`src/rtl/core_pkg.sv`:
```
// Shared definitions for the 9-bit core: instruction constants,
// branch encodings used by both the decoder and the fetch unit,
// and the fetch state enumeration.
package core_pkg;

    localparam int unsigned IW = 9;

    localparam logic [IW-1:0] NOP_INSTR  = 9'b001110000;
    localparam logic [IW-1:0] HALT_INSTR = 9'b000000000;

    localparam logic [1:0] BR_NONE   = 2'b00;
    localparam logic [1:0] BR_IFT    = 2'b01;
    localparam logic [1:0] BR_IFF    = 2'b10;
    localparam logic [1:0] BR_ALWAYS = 2'b11;

    typedef enum logic [1:0] {
        ST_IDLE,
        ST_RUN,
        ST_HALT
    } fetch_state_t;

endpackage

```
`src/rtl/branch_lut.sv`:
```
// Branch-target register file: LUT_N entries of PC_W bits, cleared by
// the asynchronous reset, one synchronous write port and one
// combinational read port.
module branch_lut #(
    parameter  int unsigned LUT_N = 16,
    parameter  int unsigned PC_W  = 10,
    localparam int unsigned AW    = $clog2(LUT_N)
) (
    input  logic            clk,
    input  logic            rst_n,
    input  logic            we,
    input  logic [AW-1:0]   waddr,
    input  logic [PC_W-1:0] wdata,
    input  logic [AW-1:0]   raddr,
    output logic [PC_W-1:0] rdata
);

    logic [PC_W-1:0] mem [LUT_N];

    // Clear every entry on reset, otherwise write one entry per strobe.
    always_ff @(posedge clk or negedge rst_n) begin
        if (!rst_n) begin
            for (int unsigned i = 0; i < LUT_N; i++) begin
                mem[i] <= '0;
            end
        end else if (we) begin
            mem[waddr] <= wdata;
        end
    end

    assign rdata = mem[raddr];

endmodule

```
`src/rtl/instr_fetch.sv`:
```
// Instruction fetch / program-counter unit. Drives the synchronous
// instruction ROM, presents fetched words to the decoder, redirects
// through the branch-target LUT and sequences start/halt.
module instr_fetch #(
    parameter  int unsigned PC_W  = 10,
    parameter  int unsigned IW    = core_pkg::IW,
    parameter  int unsigned LUT_N = 16,
    localparam int unsigned AW    = $clog2(LUT_N)
) (
    input  logic            clk,
    input  logic            rst_n,
    input  logic            start,
    input  logic            stall,
    input  logic [1:0]      branch,
    input  logic [AW-1:0]   target_idx,
    input  logic            cond_flag,
    output logic [PC_W-1:0] rom_addr,
    input  logic [IW-1:0]   rom_data,
    input  logic            lut_we,
    input  logic [AW-1:0]   lut_waddr,
    input  logic [PC_W-1:0] lut_wdata,
    output logic [IW-1:0]   instr,
    output logic            instr_valid,
    output logic [PC_W-1:0] exec_pc,
    output logic            done
);

    import core_pkg::*;

    fetch_state_t    state;
    logic [PC_W-1:0] pc;
    logic [PC_W-1:0] lut_target;
    logic            lut_wen;
    logic            taken;
    logic            is_halt;

    // The LUT is only loadable while the core is not running.
    assign lut_wen = lut_we && (state != ST_RUN);

    branch_lut #(
        .LUT_N (LUT_N),
        .PC_W  (PC_W)
    ) u_lut (
        .clk   (clk),
        .rst_n (rst_n),
        .we    (lut_wen),
        .waddr (lut_waddr),
        .wdata (lut_wdata),
        .raddr (target_idx),
        .rdata (lut_target)
    );

    // While stalled the ROM is re-addressed with the word already on
    // instr, so it keeps presenting the same data.
    assign rom_addr = (state == ST_RUN && stall) ? exec_pc : pc;
    assign instr    = instr_valid ? rom_data : IW'(NOP_INSTR);

    // Branch and halt decisions only apply to a real, non-stalled word.
    always_comb begin
        taken   = 1'b0;
        is_halt = 1'b0;
        if (instr_valid && !stall) begin
            is_halt = (rom_data == IW'(HALT_INSTR));
            case (branch)
                BR_NONE:   taken = 1'b0;
                BR_IFT:    taken = cond_flag;
                BR_IFF:    taken = !cond_flag;
                BR_ALWAYS: taken = 1'b1;
                default:   taken = 1'b0;
            endcase
        end
    end

    // Sequencer, PC datapath and valid/flush registers.
    always_ff @(posedge clk or negedge rst_n) begin
        if (!rst_n) begin
            state       <= ST_IDLE;
            pc          <= '0;
            exec_pc     <= '0;
            instr_valid <= 1'b0;
            done        <= 1'b0;
        end else begin
            case (state)
                ST_IDLE, ST_HALT: begin
                    if (start) begin
                        state       <= ST_RUN;
                        pc          <= '0;
                        done        <= 1'b0;
                        instr_valid <= 1'b0;
                    end
                end
                ST_RUN: begin
                    if (!stall) begin
                        if (is_halt) begin
                            state       <= ST_HALT;
                            done        <= 1'b1;
                            instr_valid <= 1'b0;
                        end else if (taken) begin
                            // The word fetched at pc is in flight; drop it.
                            exec_pc     <= pc;
                            pc          <= lut_target;
                            instr_valid <= 1'b0;
                        end else begin
                            exec_pc     <= pc;
                            pc          <= pc + PC_W'(1);
                            instr_valid <= 1'b1;
                        end
                    end
                end
                default: state <= ST_IDLE;
            endcase
        end
    end

endmodule
```
`config.mk`:
```
export PLATFORM = sky130hd
export DESIGN_NAME = instr_fetch
export DESIGN_NICKNAME = d
export VERILOG_FILES = /design/src/rtl/core_pkg.sv /design/src/rtl/branch_lut.sv /design/src/rtl/instr_fetch.sv
export SDC_FILE = /design/constraint.sdc
export NUM_CORES = 1
export LEC_CHECK = 0
export CORE_ASPECT_RATIO = 0.75
export CORE_UTILIZATION = 60
export DETAILED_ROUTE_END_ITERATION = 16
export GPL_ROUTABILITY_DRIVEN = 0
export PLACE_DENSITY = 0.87
export RECOVER_POWER = 50
export SYNTH_ARGS = -nofsm -noshare
export SYNTH_HDL_FRONTEND = slang
export SYNTH_SLANG_ARGS = --single-unit
```
`constraint.sdc`:
```
create_clock -name clk -period 3.6 [get_ports clk]
set_clock_uncertainty 0.05 [all_clocks]
set_input_delay 0.72 -clock clk [delete_from_list [all_inputs] [get_ports clk]]
set_output_delay 0.72 -clock clk [all_outputs]
set_load 0.02 [all_outputs]
```
==> metrics.txt, run 1 <==
status complete, but fails checks; failing checks capacitance limit, slew limit; Synth cell types 56; CTS tree built; hpwl dp ~13 mm; Slowest cell on crit path clkdlybuf4s50_1; Slew headroom -67.8%; via count 5427; I/O Pins 66; main area contributors after synthesis dfrtp_1 (53%), mux2_2 (23%), mux4_2 (9.6%); maxcap violations 1; Synth area leader dfrtp_1; peak supply drop roughly 0.33 mV; post-cts repair resize count 0; crit-path max cell delay 560 ps; vias in the first global route 5746; FP Rows 37; htree depth 4; IO Port Bufs 65; Routed WL per cell 23.2 µm; Initial DRT Pass Iterations 5; GRT overflow 0; vias per inst roughly 6.3; Die Height 106 µm; Leak 0.00464 µW; Mapped Nets between 600 and 700; post-synth top area share 52.8%; fin nets approximately 700; sequential fraction of the synthesis area 52.8%; fillers 851; CP endpoint kind output pin; Final Critical Period 3470 ps; critical path arrival 2700 ps; Startpoint Class input port; Post-CTS Setup Inserts 0; Final period util 96.3%; die width ~140 µm; clock-pin transition on the worst setup and hold timing paths around 70 ps; area grow syn2layout 16.5%; family with the most delay on the worst path buffers and inverters; initial antenna violation count 0; Post-synth EDFFs 0; Final Hold Viols 0; Async SR Flop Fraction 100%; n_diodes 0; die area 15000 µm²; Post-DRT Antenna Nets 0; Post-Route Utilization around 73%; CP Max Fanout 10; Avg Cell Area, Syn 14.8 µm²; DRC 0; clk_lat worst skew 420 ps; GRT Overall Usage between 20 and 30%; DR iter-0 viols 430; fmax 289 MHz; YS warnings 0; core area roughly 14000 µm²; Synth Flop Type dfrtp_1; Post-CTS Hold Buffers 0; first-pass GRT wire length 31.8 mm; CP Cell Sequence clkdlybuf4s50_1 -> nand3b_1 -> mux2_2 -> clkdlybuf4s50_1; # placed instances between 800 and 900; Sinks on Clock Net between 150 and 200; largest net degree at the start of global routing between 90 and 100; total power 5600 µW; Sum Neg Setup Slack 0 ps; final-report setup violation count 0; Post-Layout Cell Count 855; final WL between 15 and 20 mm; Root Driver clkbuf_16; Post-Syn Instances 588; Cell Area, Synth 8720 µm²; Slew Viols, Final 57; critical path type input port to output pin; Starting Density a little over three fifths; Worst Path Required 2830 ps; post-synthesis sequential element count 184; CTS Buf Count 17; CP most frequent cell clkdlybuf4s50_1; WP buf/inv 2; layout cells sized above 1 around two fifths; worst hold path class flop to flop; Pwr Density 551 nW/µm²; Worst-Margin Slew 2520 ps; RSZ-0062 raised after global routing no; CTS max path bufs 2
[final timing paths]
| check | startpoint | end | slack, ps | cells past startpoint |
|---|---|---|---|---|
| max in group asynchronous | rst_n | u_lut.mem[58] | 610 | 2 |
| min in group asynchronous | rst_n | u_lut.mem[157] | 1160 | 1 |
| worst max-delay path | stall | rom_addr[3] | 130 | 4 |
| worst min register to register | u_lut.mem[8] | u_lut.mem[8] | 460 | 1 |
| worst max register to register | instr_valid | pc[3] | 1150 | 5 |
| worst min-delay path | u_lut.mem[8] | u_lut.mem[8] | 460 | 1 |
[cell usage after synthesis, types with 3 or more instances]
cell type / number
nand3_1: 7
nand2_1: 11
buf_2: 11
clkbuf_1: 14
and2_1: 7
nor3_4: 3
dfrtp_1: 184
or4_1: 3
buf_6: 5
inv_1: 3
o21ai_0: 7
nand2b_1: 9
a211oi_1: 12
nand4_1: 4
nor2b_1: 8
nor2_1: 7
mux2_2: 180
nor2_2: 9
a221o_1: 4
mux2i_1: 12
mux4_2: 37
nor3_1: 6
[power breakdown]
group / internal (µW) / switching [µW] / total [µW]
Sequential: 2360 / 221 / 2580
Clock: 1170 / 809 / 1980
Combinational: 577 / 457 / 1030
[registers in the layout, indices dropped and copies added (netlist names)]
register     cells
done             1
exec_pc         10
instr_valid      1
pc              10
state            2
u_lut.mem      160
[through the flow]
stage / instance area, µm² / hold slack [ps] / setup WS (ps)
4_1_cts: 10200 / 209 / 166
3_3_place_gp: 9540 / 433 / 226
3_5_place_dp: 9540 / 442 / 171
2_1_floorplan: 8720 / 374 / 1280
6_report: 10200 / 455 / 134
5_1_grt: 10200 / 464 / 55.5
[layout by cell type, fill, tap and decap left out, drive strengths merged, types with 3 or more instances in the layout]
cell type,netlist,routed
nand3,7,7
a221o,4,4
nand2,11,11
nor2b,8,8
dlygate4sd3,0,7
inv,4,7
mux4,37,37
buf,20,10
nand4,4,4
and2,8,8
or2,3,3
a211oi,12,12
nand2b,9,9
clkbuf,14,19
or4,3,3
mux2,181,181
nor3,9,9
mux2i,12,12
bufinv,0,4
o21ai,7,7
dfrtp,184,184
clkdlybuf4s50,0,56
nor2,16,16
clkinv,0,4
[kinds of logic (layout without fill, tap and decap cells)]
| kind of cell | Yosys count | after routing | synth area share [%] |
|---|---|---|---|
| xor+xnor | 4 | 4 | 0.402 |
| mux | 230 | 230 | 34.3 |
| fa+ha+maj | 1 | 1 | 0.143 |
| simple gates | 88 | 88 | 6.24 |
| flops | 184 | 184 | 52.8 |
| compound gates | 43 | 43 | 3.82 |
| buf+inv | 38 | 110 | 2.31 |
[metal layers]
| layer | wire length [µm] | vias to the layer above | GRT usage (%) |
|---|---|---|---|
| met5 | 0 | - | 0 |
| li1 | - | 2342 | - |
| met3 | 1030 | 33 | 6.22 |
| met2 | 10100 | 193 | 47.1 |
| met1 | 8410 | 2859 | 38.0 |
| met4 | 323 | 0 | 8.70 |
[area by class of cell]
cell class                 instances  area, µm²  share of cell area [%]
timing repair buffer              75        757                    7.45
sequential                       184       4600                    45.3
clock buffer                      18        429                    4.22
multi-input combinational        366       3920                    38.5
clock inverter                    13        195                    1.92
inverter                           4       15.0                   0.148
tap                              195        244                    2.40
[worst register-to-register path, cell delays in order (launching register included)]
cell	delay, ps
dfrtp_1	530
nor4b_1	360
a31o_1	490
nand2b_1	430
a211oi_1	190
a211o_1	290
No activity file was read; power rests on OpenSTA's default activity.
==> run 2: changes to the inputs <==
- MAX_ROUTING_LAYER: default -> met4
==> run 2 against run 1 <==
  * The flow still finishes with violations (capacitance limit, slew limit)
  * Cell area is the same
  * Count of clock-buffer cells in the layout is the same
  * Maximum frequency is essentially flat
  * Critical path depth is the same
  * Critical path type unchanged
  * Critical endpoint unchanged
  * Largest power group unchanged
==> metrics.txt, run 2 (same netlist as run 1, synthesis figures left out) <==
total power 5590 µW; CTS Buf Count 17; fmax 289 MHz; CP Max Fanout 10; critical path type input port to output pin; vias per inst 6.31; GRT overflow 0; Final period util a little under 100%; final-report setup violation count 0; Worst Hold Margin 454 ps; critical path arrival about 2700 ps; CTS max path bufs 2; Initial DRT Pass Iterations 7; Starting Density 62.6%; maxcap violations 1; IO Port Bufs 65; Slowest cell on crit path clkdlybuf4s50_1; fin nets 684; hpwl dp ~13 mm; Post-DRT Antenna Nets 0; crit-path max cell delay 560 ps; die area 15000 µm²; Post-CTS Setup Inserts 0; Biggest register u_lut.mem; Worst Path Required 2830 ps; Slew headroom -68.2%; Post-Layout Cell Count 855; Largest regs u_lut.mem x160, exec_pc x10, pc x10; initial antenna violation count 0; CP most frequent cell clkdlybuf4s50_1; DRC 0; htree depth 4; Die Height between 100 and 150 µm; Pwr Density around 550 nW/µm²; clock-pin transition on the worst setup and hold timing paths 60 ps; Slew Viols, Final 57; n_diodes 0; die width 141 µm; vias in the first global route 5748; CP Cell Sequence clkdlybuf4s50_1 -> nand3b_1 -> mux2_2 -> clkdlybuf4s50_1; worst hold path class flop to flop; Final Critical Period 3460 ps; core area 13900 µm²; DR iter-0 viols 446; first-pass GRT wire length 31.8 mm; RSZ-0062 raised after global routing no; post-cts repair resize count 0; largest net degree at the start of global routing 94; Final Hold Viols 0; most frequent cells in the layout dfrtp_1 (184), mux2_2 (180), clkdlybuf4s50_1 (56); Leak around 0.0046 µW; Routed WL per cell 23.2 µm; area grow syn2layout 16.5%; Root Driver clkbuf_16; Sum Neg Setup Slack 0 ps; peak supply drop 0.335 mV; via count 5397; clk_lat worst skew approximately 430 ps; GRT Overall Usage 29.4%; max reg flops 160; CTS tree built; layout cells sized above 1 41.7%; most common cell after layout, fill and taps aside dfrtp_1; status complete, but fails checks; Post-CTS Hold Buffers 0; # placed instances 824; Worst-Margin Slew around 2500 ps; Sinks on Clock Net 184; CP endpoint kind output pin; failing checks capacitance limit, slew limit; final WL ~20 mm; Startpoint Class input port; I/O Pins 66; FP Rows 37
## run 2: worst paths after layout
check                               start              to  slack [ps]  cells after the start
setup / recovery                    stall     rom_addr[3]         140                      4
hold / removal             u_lut.mem[155]  u_lut.mem[155]         450                      1
setup reg to reg              instr_valid           pc[3]        1160                      5
hold reg to reg            u_lut.mem[155]  u_lut.mem[155]         450                      1
max in group asynchronous           rst_n   u_lut.mem[38]         600                      2
min in group asynchronous           rst_n  u_lut.mem[157]        1160                      1
## run 2: routing by layer
| metal | vias up | share of wire, % | GRT usage (%) |
|---|---|---|---|
| li1 | 2338 | - | - |
| met1 | 2860 | 43 | 38.3 |
| met2 | 175 | 51 | 46.9 |
| met3 | 24 | 4.8 | 6.17 |
| met4 | 0 | 1.3 | 8.70 |
| met5 | - | 0 | - |
## run 2: where the power goes
| group | switching, µW | internal, µW |
|---|---|---|
| combinational | 457 | 577 |
| clock | 805 | 1170 |
| sequential | 220 | 2360 |
## run 2: cell type report
type | instances | area (µm²)
sequential | 184 | 4600
fill | 851 | 3770
timing repair buffer | 75 | 757
tap | 195 | 244
clock buffer | 18 | 429
inverter | 4 | 15.0
multi-input combinational | 366 | 3920
clock inverter | 13 | 195
## run 2: worst max-delay path: cells and delay by family
family,cells,cell delay (ps)
buffers and inverters,2,1100
multiplexers,1,440
AND/OR/NAND/NOR,1,430
## run 2: stage by stage
step	setup WS (ps)	utilization, %	cell area [µm²]
2_1_floorplan	1280	-	8720
3_3_place_gp	226	68.5	9540
3_5_place_dp	171	68.5	9540
4_1_cts	166	72.9	10200
5_1_grt	55.5	72.9	10200
6_report	135	72.9	10200
